$ cat src/rtl/ii_read_arbiter.sv
// Round-robin arbiter sharing the integral-image BRAM read port among N_REQ requesters.
// Optional out-of-range address trapping is enabled with `define II_ARB_BOUND_CHECK_EN.
module ii_read_arbiter #(
  parameter int N_REQ    = 4,
  parameter int ADDR_W   = 15,
  parameter int DATA_W   = 32,
  parameter int RD_LAT   = 1,
  parameter int MAX_ADDR = 19199
) (
  input  logic                      i_clk,
  input  logic                      i_rst_n,
  input  logic                      i_frame_valid,
  input  logic [N_REQ-1:0]          i_req_valid,
  input  logic [N_REQ*ADDR_W-1:0]   i_req_addr,
  output logic [N_REQ-1:0]          o_req_ready,
  output logic [ADDR_W-1:0]         o_bram_addr,
  output logic                      o_bram_en,
  input  logic [DATA_W-1:0]         i_bram_dout,
  output logic [N_REQ-1:0]          o_rsp_valid,
  output logic [DATA_W-1:0]         o_rsp_data,
  output logic                      o_rsp_err
);

  localparam int PTR_W = (N_REQ > 1) ? $clog2(N_REQ) : 1;

  if (N_REQ < 2 || N_REQ > 8 || RD_LAT < 1 || RD_LAT > 2 ||
      MAX_ADDR >= (1 << ADDR_W)) begin : g_bad_param
    $error("ii_read_arbiter: unsupported parameter set");
  end

  logic [ADDR_W-1:0] w_addr_arr [N_REQ];

  for (genvar g = 0; g < N_REQ; g++) begin : g_unpack
    assign w_addr_arr[g] = i_req_addr[g*ADDR_W +: ADDR_W];
  end

  logic [PTR_W-1:0]  r_last;
  logic [ADDR_W-1:0] r_addr_hold;
  logic [N_REQ-1:0]  r_tag [RD_LAT];

  logic [N_REQ-1:0]  w_grant;
  logic [PTR_W-1:0]  w_grant_idx;
  logic [ADDR_W-1:0] w_grant_addr;
  logic              w_grant_any;
  logic [PTR_W-1:0]  w_idx;
  int                w_sum;

  // Search starts one past the last winner so a held requester yields to any waiter.
  // Reset and a missing frame both suppress the grant so nothing leaks out while idle.
  always_comb begin
    w_grant      = '0;
    w_grant_idx  = r_last;
    w_grant_addr = r_addr_hold;
    w_grant_any  = 1'b0;
    w_sum        = 0;
    w_idx        = '0;
    for (int k = 1; k <= N_REQ; k++) begin
      w_sum = int'(r_last) + k;
      if (w_sum >= N_REQ) begin
        w_sum = w_sum - N_REQ;
      end
      w_idx = w_sum[PTR_W-1:0];
      if (!w_grant_any && i_req_valid[w_idx]) begin
        w_grant_any  = 1'b1;
        w_grant_idx  = w_idx;
        w_grant_addr = w_addr_arr[w_idx];
      end
    end
    if (!(i_frame_valid && i_rst_n)) begin
      w_grant_any  = 1'b0;
      w_grant_idx  = r_last;
      w_grant_addr = r_addr_hold;
    end
    if (w_grant_any) begin
      w_grant[w_grant_idx] = 1'b1;
    end
  end

  assign o_req_ready = w_grant;
  assign o_bram_addr = w_grant_addr;

  always_ff @(posedge i_clk or negedge i_rst_n) begin
    if (!i_rst_n) begin
      r_last      <= PTR_W'(N_REQ - 1);
      r_addr_hold <= '0;
      for (int s = 0; s < RD_LAT; s++) begin
        r_tag[s] <= '0;
      end
    end else begin
      if (w_grant_any) begin
        r_last      <= w_grant_idx;
        r_addr_hold <= w_grant_addr;
      end
      r_tag[0] <= w_grant;
      for (int s = 1; s < RD_LAT; s++) begin
        r_tag[s] <= r_tag[s-1];
      end
    end
  end

  assign o_rsp_valid = r_tag[RD_LAT-1];

`ifdef II_ARB_BOUND_CHECK_EN
  localparam logic [ADDR_W-1:0] LP_MAX_ADDR = ADDR_W'(MAX_ADDR);

  logic              w_oob;
  logic [RD_LAT-1:0] r_err;

  // Out-of-range requests are consumed but never reach the BRAM; the error rides the tag pipe.
  assign w_oob     = w_grant_any && (w_grant_addr > LP_MAX_ADDR);
  assign o_bram_en = w_grant_any && !w_oob;

  always_ff @(posedge i_clk or negedge i_rst_n) begin
    if (!i_rst_n) begin
      r_err <= '0;
    end else begin
      r_err[0] <= w_oob;
      for (int s = 1; s < RD_LAT; s++) begin
        r_err[s] <= r_err[s-1];
      end
    end
  end

  assign o_rsp_err  = r_err[RD_LAT-1];
  assign o_rsp_data = r_err[RD_LAT-1] ? '0 : i_bram_dout;
`else
  assign o_bram_en  = w_grant_any;
  assign o_rsp_err  = 1'b0;
  assign o_rsp_data = i_bram_dout;
`endif

endmodule

$ cat config.mk
export PLATFORM = sky130hd
export DESIGN_NAME = ii_read_arbiter
export DESIGN_NICKNAME = d
export VERILOG_FILES = /design/src/rtl/ii_read_arbiter.sv
export SDC_FILE = /design/constraint.sdc
export NUM_CORES = 1
export LEC_CHECK = 0
export BUFFER_PORTS_ARGS = -buffer_cell sky130_fd_sc_hd__buf_2
export CAP_MARGIN = 10
export CORE_MARGIN = 2
export CORE_UTILIZATION = 50
export DETAILED_ROUTE_END_ITERATION = 6
export GPL_ROUTABILITY_DRIVEN = 0
export PLACE_DENSITY = 0.88
export SYNTH_ARGS = -nofsm -noshare
export SYNTH_HDL_FRONTEND = slang
export SYNTH_SLANG_ARGS = --single-unit
$ cat constraint.sdc
create_clock -name i_clk -period 2.3 [get_ports i_clk]
set_input_delay 0.23 -clock i_clk [delete_from_list [all_inputs] [get_ports i_clk]]
set_output_delay 0.23 -clock i_clk [all_outputs]
set_load 0.005 [all_outputs]
==> impl_metrics.ini, run 1 <==
[outcome]
status = finished, violations left
violations = negative setup slack

[setup_path]
start_kind = flip-flop
cp.arrival_ps = 2500
cp_slowest_stage_delay_ps = 690
worst_setup_path_end_kind = primary output
worst_ep_required_time_ps = 2070
critPathKind = reg2out
crit_chain = mux4_2 -> buf_6 -> a22o_1 -> nor3_2 -> o21ai_1 -> buf_2
path_buf_inv = 2
path_max_fanout = 8
ff2ff_setup_slack_ps = -110
critPathTopFamily = flip-flops
cp_num_cells = 6
reg2regPathDepth = 10
critPathSlowestCell = dfstp_4

[synthesis]
yosysUniqueCellTypes = 43
synth_compound_area_share_pct = 21.1
ys.warnings.count = 0
post_synth_fa_ha_maj_area_fraction_pct = 0
yosysTopAreaCellShare_pct = 20.8
synth_xor_area_share_pct = 0.242
async_reset_ff_share_pct = 100
netlist_area_um2 = 3610
synth_area_leaders = mux2i_1 21%, mux4_2 20%, dfrtp_1 13%, buf_4 9.1%, o22ai_1 5.2%
seq_area_frac_synth_pct = 14.6
synth_nets = 462
synth_area_per_cell_um2 = 9.95
synth_top_family_by_area = multiplexers
yosys.area_share.simple_pct = 9.98
post-synth-top-count-cell = mux2i_1
synth_top_cell_by_area = mux2i_1
synthCells = 363
synth-seq-cells = 21
synth_top_flop_cell = dfrtp_1
netlist_top_cells_count = 75 x mux2i_1, 44 x buf_4, 32 x mux4_2
synth-edff-count = 0
muxShareOfSynthArea_pct = 40.7

[sta]
setup_viol = 21
max_clock_freq_ghz = 0.366
whs_ps = 460
max_slew_margin_pct = 65.1
finalHoldViolations = 0
slew_viol_final = 0
fin_ws_ps = -435
finalCritPeriodShare_pct = 119
worstMarginPinSlew_ps = 522
fin_setup_tns_ps = -6020
rsz0062_at_grt = true
clock_skew_ps = 7.61
finalCriticalPeriod_ps = 2730

[routing]
post-route-drc-count = 0
antenna_left = 0
drt_first_pass_iters = 6
via_per_inst = 7.34
wl_per_cell_um = 25.5
drt_iter0_markers = 449
via_count = 4208
wirelength_um = 14600

[cts]
clkTransAtPathRegs_ps = 90
clkLatencyLatePin_ps = 280
clockBufferDepth = 2
cts_buffers = 3
htreeDepth = 1
cts_tree = yes
cts_root_buf = clkbuf_8
numClockSinks = 21

[die]
die_h_um = 89.0
die_x_um = 89.0
initial_core_util_pct = 52.3
rows = 30
coreArea_um2 = 6910
dieArea_um2 = 7920
ios = 156

[cells_and_area]
fin_util_pct = 70.7
finalNonFillerCells = 573
diodes = 0
synthToLayoutAreaGrowth_pct = 35.2
register_area_um2 = 532
n_fill_cell = 494
layout-drive-gt1-share_pct = 56.4
multi_input_area_um2 = 2810
fin_area_um2 = 4880
fin_nets = 577

[power_and_ir_drop]
power_mw = 5.72
power.leakage_nw = 2.27
ir_drop_v = 0.000433
power_per_cell_area_nw_per_um2 = 1170

[worst_hold_path]
hp-class = in2out
hold_path_depth = 0

[place]
hpwl_um = 7960
place_inst = 526
post_dp_cell_area_um2 = 4070
place.port_buffers = 90
pre_cts_ws_ps = -82.8

[job]
max-cap-violations = 0

[global_routing]
grt_usage_pct = 31.8
grt-ovfl-total = 0
antenna_found_initial = 0
grt_pass1_vias = 4144
grt_pass1_wl_um = 19600
grt_max_degree = 20
==> worst paths after layout <==
check,startpoint,endpoint
hold reg to reg,r_addr_hold[3],r_addr_hold[3]
hold / removal,i_bram_dout[0],o_rsp_data[0]
min in group asynchronous,i_rst_n,r_addr_hold[2]
setup reg to reg,r_last[1],r_addr_hold[11]
max in group asynchronous,i_rst_n,r_last[1]
setup / recovery,r_last[0],o_bram_addr[1]
==> flip-flops by register name (all words and copies together), names as in the netlist <==
signal,flops
r_last,2
o_rsp_valid,4
r_addr_hold,15
==> cell type report <==
type / instances / share of cell area, %
inverter: 1 / 0.0768
clock buffer: 4 / 0.922
tap: 96 / 2.46
sequential: 21 / 10.9
multi-input combinational: 275 / 57.5
timing repair buffer: 176 / 28.2
==> where the power goes <==
part	switching, mW	leakage [nW]	internal (mW)
combinational	2.16	1.98	2.64
clock	0.151	0.0228	0.124
sequential	0.116	0.266	0.527
==> cell usage in the layout, fill, tap and decap left out, drive strengths merged, types with 2 or more instances in the layout <==
cell type | Yosys | layout
a211oi | 2 | 2
a21oi | 2 | 2
a22o | 15 | 15
and3b | 3 | 3
and4bb | 3 | 3
buf | 63 | 173
clkbuf | 3 | 6
dfrtp | 19 | 19
dfstp | 2 | 2
mux2i | 75 | 75
mux4 | 32 | 32
nand2 | 4 | 4
nand2b | 3 | 3
nor2 | 7 | 7
nor2b | 2 | 2
nor3 | 17 | 17
nor3b | 2 | 2
o21a | 15 | 15
o21ai | 48 | 48
o22ai | 30 | 30
==> cells by family (layout without fill, tap and decap cells) <==
group	after synthesis	count (layout)
and+or+nand+nor	48	48
AOI/OAI and AO/OA	118	118
xor gates and xnor gates	1	1
other	1	1
buffers and inverters	67	181
DFF	21	21
muxes	107	107
==> layer usage <==
layer | track usage, % | wire length (µm) | up-vias
met5 | 0 | 0 | -
met4 | 17.2 | 933 | 0
met3 | 6.09 | 1560 | 118
met2 | 54.6 | 7000 | 418
met1 | 37.4 | 5120 | 2022
li1 | - | - | 1650
==> timing repair <==
item,4_1_cts,5_1_grt
resized for setup,45,44
pin swaps,25,20
setup endpoints to repair,19,23
endpoints found under the hold margin,19,0
hold buffers,1,0
cloned,4,2
setup buffers,31,11
==> worst register-to-register path, cell delays in order, from the launching register on <==
cell,delay (ps)
dfstp_2,590
buf_12,140
and4bb_2,230
o21bai_2,210
buf_8,250
o22ai_2,160
nor3_2,290
buf_4,170
buf_4,90
buf_4,90
o21ai_1,60
No activity file was read; power rests on OpenSTA's default activity.
==> run 2: changes to the inputs <==
--- a/config.mk
+++ b/config.mk
@@ -9,9 +9,10 @@
 export CAP_MARGIN = 10
 export CORE_MARGIN = 2
 export CORE_UTILIZATION = 50
+export CTS_BUF_LIST = sky130_fd_sc_hd__clkbuf_8
 export DETAILED_ROUTE_END_ITERATION = 6
 export GPL_ROUTABILITY_DRIVEN = 0
-export PLACE_DENSITY = 0.88
+export PLACE_DENSITY = 0.83
 export SYNTH_ARGS = -nofsm -noshare
 export SYNTH_HDL_FRONTEND = slang
 export SYNTH_SLANG_ARGS = --single-unit
==> constraint.sdc (replaced) <==
create_clock -name i_clk -period 2.3 [get_ports i_clk]
set_input_delay 0.345 -clock i_clk [delete_from_list [all_inputs] [get_ports i_clk]]
set_output_delay 0.345 -clock i_clk [all_outputs]
set_load 0.005 [all_outputs]
==> impl_metrics.ini, run 2 (synthesis gave the netlist of run 1 again) <==
[cells_and_area]
synthToLayoutAreaGrowth_pct = 36.8
register_area_um2 = 532
diodes = 0
layout_commonest_cell = buf_2
n_fill_cell = 497
final_cell_mix = 90 x buf_2, 73 x mux2i_1, 65 x buf_4
fin_util_pct = 71.5
finalNonFillerCells = 581
largest_reg_flops = 15
fin_nets = 585
multi_input_area_um2 = 2860
layout-drive-gt1-share_pct = 59.2
top_register = r_addr_hold

[setup_path]
worst_ep_required_time_ps = 1960
worst_setup_path_end_kind = primary output
path_max_fanout = 8
ff2ff_setup_slack_ps = -370
start_kind = flip-flop
reg2regPathDepth = 12
r2r-start = r_last[0]
reg2reg_to = r_addr_hold[11]
cp.arrival_ps = 2520
critPathKind = reg2out

[routing]
via_count = 4124
via_per_inst = 7.10
post-route-drc-count = 0
drt_iter0_markers = 467
wirelength_um = 13800
wl_per_cell_um = 23.8
antenna_left = 0
drt_first_pass_iters = 5

[place]
pre_cts_ws_ps = -164
place.port_buffers = 90
hpwl_um = 7870
place_inst = 535

[global_routing]
busiest_layer = met2
use_met2_pct = 55.1
grt_pass1_wl_um = 19300
grt-ovfl-total = 0
use_met3_pct = 5.08
grt_max_degree = 22
grt_pass1_vias = 4035
grtUsageMet1_pct = 37.3
grt_usage_pct = 31.3
antenna_found_initial = 0

[sta]
slew_viol_final = 0
clock_skew_ps = 1.29
max_clock_freq_ghz = 0.349
fin_setup_tns_ps = -7930
fin_ws_ps = -562
rsz0062_at_grt = true
finalHoldViolations = 0
finalCritPeriodShare_pct = 124
finalCriticalPeriod_ps = 2860
setup_viol = 23

[die]
die_x_um = 89.0
dieArea_um2 = 7920
rows = 30
initial_core_util_pct = 52.3
coreArea_um2 = 6910
die_h_um = 89.0
ios = 156

[cts]
cts_buffers = 3
htreeDepth = 1
ctsHoldBuffers = 0
cts_root_buf = clkbuf_8
cts_tree = yes
clkLatencyLatePin_ps = 270
numClockSinks = 21
clockBufferDepth = 2
clkTransAtPathRegs_ps = 90

[outcome]
violations = negative setup slack
status = finished, violations left

[power_and_ir_drop]
ir_drop_v = 0.000447
power.leakage_nw = 2.31
power_per_cell_area_nw_per_um2 = 1110
power_mw = 5.50

[job]
max-cap-violations = 0

[worst_hold_path]
hp-class = in2async
[run 2: through the flow]
stage / instance area (µm²) / hold WS (ps)
CTS: 4800 / 111
floorplan: 3610 / 49.4
global placement: 4150 / 401
global route: 4940 / 137
finish: 4940 / 114
detailed placement: 4150 / 399
[run 2: final cells by class]
cell class / instances / share of cell area (%)
Multi-Input combinational cell: 275 / 57.8
Timing Repair Buffer: 184 / 28.0
Sequential cell: 21 / 10.8
Tap cell: 96 / 2.43
Clock buffer: 3 / 0.836
Clock inverter: 1 / 0.0760
Inverter: 1 / 0.0760
[run 2: repair_timing]
| item | 4_1_cts | 5_1_grt |
|---|---|---|
| resized for setup | 66 | 35 |
| setup endpoints to repair | 19 | 23 |
| setup buffers | 34 | 6 |
| cloned | 3 | 1 |
| hold endpoints to repair | 0 | 0 |
| pin swaps | 19 | 25 |
[run 2: worst max-delay path: stages, from the launching register on]
cell     delay (ps)
dfstp_4         710
buf_6           150
mux4_2          400
buf_4           200
a22o_1          260
nor3_2          270
o21ai_1         100
buf_2           140
[run 2: power by group]
group,internal (mW),total (mW),switching (mW)
clock,0.120,0.260,0.141
sequential,0.527,0.656,0.129
combinational,2.51,4.59,2.07
[run 2: how the worst max path moves through the flow]
stage,from,endpoint,slack [ps],cells after the start
after detailed placement,r_last[0],o_bram_addr[8],-160,6
after CTS,r_last[1],o_bram_addr[11],-350,8
final,r_last[0],o_bram_addr[13],-560,7
after floorplan,r_last[0],o_bram_addr[0],40,8
after global placement,r_last[0],o_bram_addr[1],-160,6
after global routing,r_last[0],o_bram_addr[13],-570,7
[run 2: layer usage]
layer | share of wire (%) | vias to the layer above
li1 | - | 1670
met1 | 34 | 1953
met2 | 48 | 379
met3 | 11 | 122
met4 | 7.4 | 0
met5 | 0 | -
==> run 3: changes to the inputs <==
--- a/config.mk
+++ b/config.mk
@@ -7,12 +7,14 @@
 export LEC_CHECK = 0
 export BUFFER_PORTS_ARGS = -buffer_cell sky130_fd_sc_hd__buf_2
 export CAP_MARGIN = 10
+export CELL_PAD_IN_SITES_DETAIL_PLACEMENT = 1
+export CELL_PAD_IN_SITES_GLOBAL_PLACEMENT = 1
 export CORE_MARGIN = 2
-export CORE_UTILIZATION = 50
+export CORE_UTILIZATION = 37
 export CTS_BUF_LIST = sky130_fd_sc_hd__clkbuf_8
 export DETAILED_ROUTE_END_ITERATION = 6
 export GPL_ROUTABILITY_DRIVEN = 0
-export PLACE_DENSITY = 0.83
+export PLACE_DENSITY_LB_ADDON = 0.1
 export SYNTH_ARGS = -nofsm -noshare
 export SYNTH_HDL_FRONTEND = slang
 export SYNTH_SLANG_ARGS = --single-unit
==> impl_metrics.ini, run 3 (synthesis gave the netlist of run 1 again) <==
[setup_path]
critPathKind = reg2out
start_kind = flip-flop
cp_slowest_stage_delay_ps = 640
worst_setup_path_end_kind = primary output
cp.arrival_ps = 2340
worst_ep_required_time_ps = 1960
ff2ff_setup_slack_ps = 80
critPathSlowestCell = dfstp_4
path_max_fanout = 10
crit_chain = buf_4 -> mux4_2 -> buf_6 -> a22o_1 -> nor3_2 -> o21ai_1 -> buf_2

[outcome]
violations = negative setup slack
status = finished, violations left

[power_and_ir_drop]
p_switching_mw = 2.12
seq_power_share_pct = 11.6
ir_drop_v = 0.000390
p_comb_share_pct = 83.3
power_per_cell_area_nw_per_um2 = 1070
power.leakage_nw = 2.30
pwr-share-clk_pct = 5.1
intPower_mw = 3.15
swShare_pct = 40.3
power_mw = 5.27

[sta]
slew_viol_final = 0
finalHoldViolations = 0
max_clock_freq_ghz = 0.372
whs_ps = 113
setup_viol = 19
finalCriticalPeriod_ps = 2690
rsz0062_at_grt = true
fin_ws_ps = -389
clock_skew_ps = 8.01
finalCritPeriodShare_pct = 117

[job]
max-cap-violations = 0

[cells_and_area]
largest_reg_flops = 15
n_fill_cell = 1133
layout_commonest_cell = buf_2
fin_nets = 584
final_cell_mix = 91 x buf_2, 73 x mux2i_1, 63 x buf_4
register_area_um2 = 532
finalNonFillerCells = 617
top_register = r_addr_hold
multi_input_area_um2 = 2750
diodes = 0
layout-drive-gt1-share_pct = 55.0
fin_util_pct = 50.9
synthToLayoutAreaGrowth_pct = 35.8

[worst_hold_path]
hp-class = in2async

[global_routing]
grt_usage_pct = 24.2
grt-ovfl-total = 0
grt_pass1_vias = 3724
grt_max_degree = 16
antenna_found_initial = 0
grt_pass1_wl_um = 19800

[die]
die_h_um = 103
initial_core_util_pct = 37.5
die_x_um = 103
ios = 156
dieArea_um2 = 10600
coreArea_um2 = 9640
rows = 36

[routing]
drt_iter0_markers = 108
wl_per_cell_um = 21.1
drt_first_pass_iters = 4
wirelength_um = 13000
via_count = 3649
post-route-drc-count = 0
antenna_left = 0
via_per_inst = 5.91

[cts]
cts_tree = yes
clkTransAtPathRegs_ps = 100
cts_root_buf = clkbuf_8
numClockSinks = 21
ctsHoldBuffers = 0
clockBufferDepth = 2
clkLatencyLatePin_ps = 270
cts_buffers = 3
htreeDepth = 1

[place]
hpwl_um = 9000
place.port_buffers = 90
pre_cts_ws_ps = -187
place_inst = 587
[run 3: critical path, delay by kind of cell (launching register included)]
kind            cells  cell delay (ps)
compound gates      2              330
buf+inv             3              450
flops               1              640
mux                 1              520
simple gates        1              140
[run 3: final timing paths]
path / from / end / depth (start not counted)
max reg2reg: r_last[0] / r_addr_hold[12] / 8
max: r_last[0] / o_bram_addr[4] / 7
max in group asynchronous: i_rst_n / r_last[0] / 2
min: i_rst_n / r_addr_hold[1] / 2
min reg2reg: r_addr_hold[14] / r_addr_hold[14] / 2
min in group i_clk: r_addr_hold[14] / r_addr_hold[14] / 2
[run 3: repair_timing]
action	4_1_cts	5_1_grt
pin swaps	4	9
resized for setup	35	36
setup buffers	18	4
gates cloned	3	1
endpoints found under the setup margin	19	20
[run 3: per-stage QoR]
step	setup TNS (ps)	cell area, µm²
after floorplan	0	3610
after global placement	-996	4320
after detailed placement	-1760	4320
after CTS	-6410	4740
after global routing	-8200	4910
final	-6360	4910
[run 3: metal layers]
layer / vias up / wire (µm) / track usage (%)
li1: 1658 / - / -
met1: 1872 / 5740 / 32.8
met2: 104 / 6580 / 41.3
met3: 15 / 529 / 2.78
met4: 0 / 148 / 6.17
met5: - / 0 / 0
[run 3: power by group through the flow]
stage | Sequential [mW] | Combinational (mW) | Clock [mW]
4_1_cts | 0.606 | 4.15 | 0.275
3_5_place_dp | 0.659 | 3.45 | 0
6_report | 0.610 | 4.39 | 0.270
5_1_grt | 0.628 | 4.67 | 0.293
2_1_floorplan | 0.574 | 2.43 | 0
3_3_place_gp | 0.652 | 3.39 | 0
[run 3: area by class of cell]
| type | count | area share [%] |
|---|---|---|
| clock inverter | 1 | 0.0765 |
| sequential | 21 | 10.8 |
| tap | 133 | 3.39 |
| clock buffer | 3 | 0.842 |
| timing repair buffer | 183 | 28.7 |
| multi-input combinational | 275 | 56.0 |
| inverter | 1 | 0.0765 |
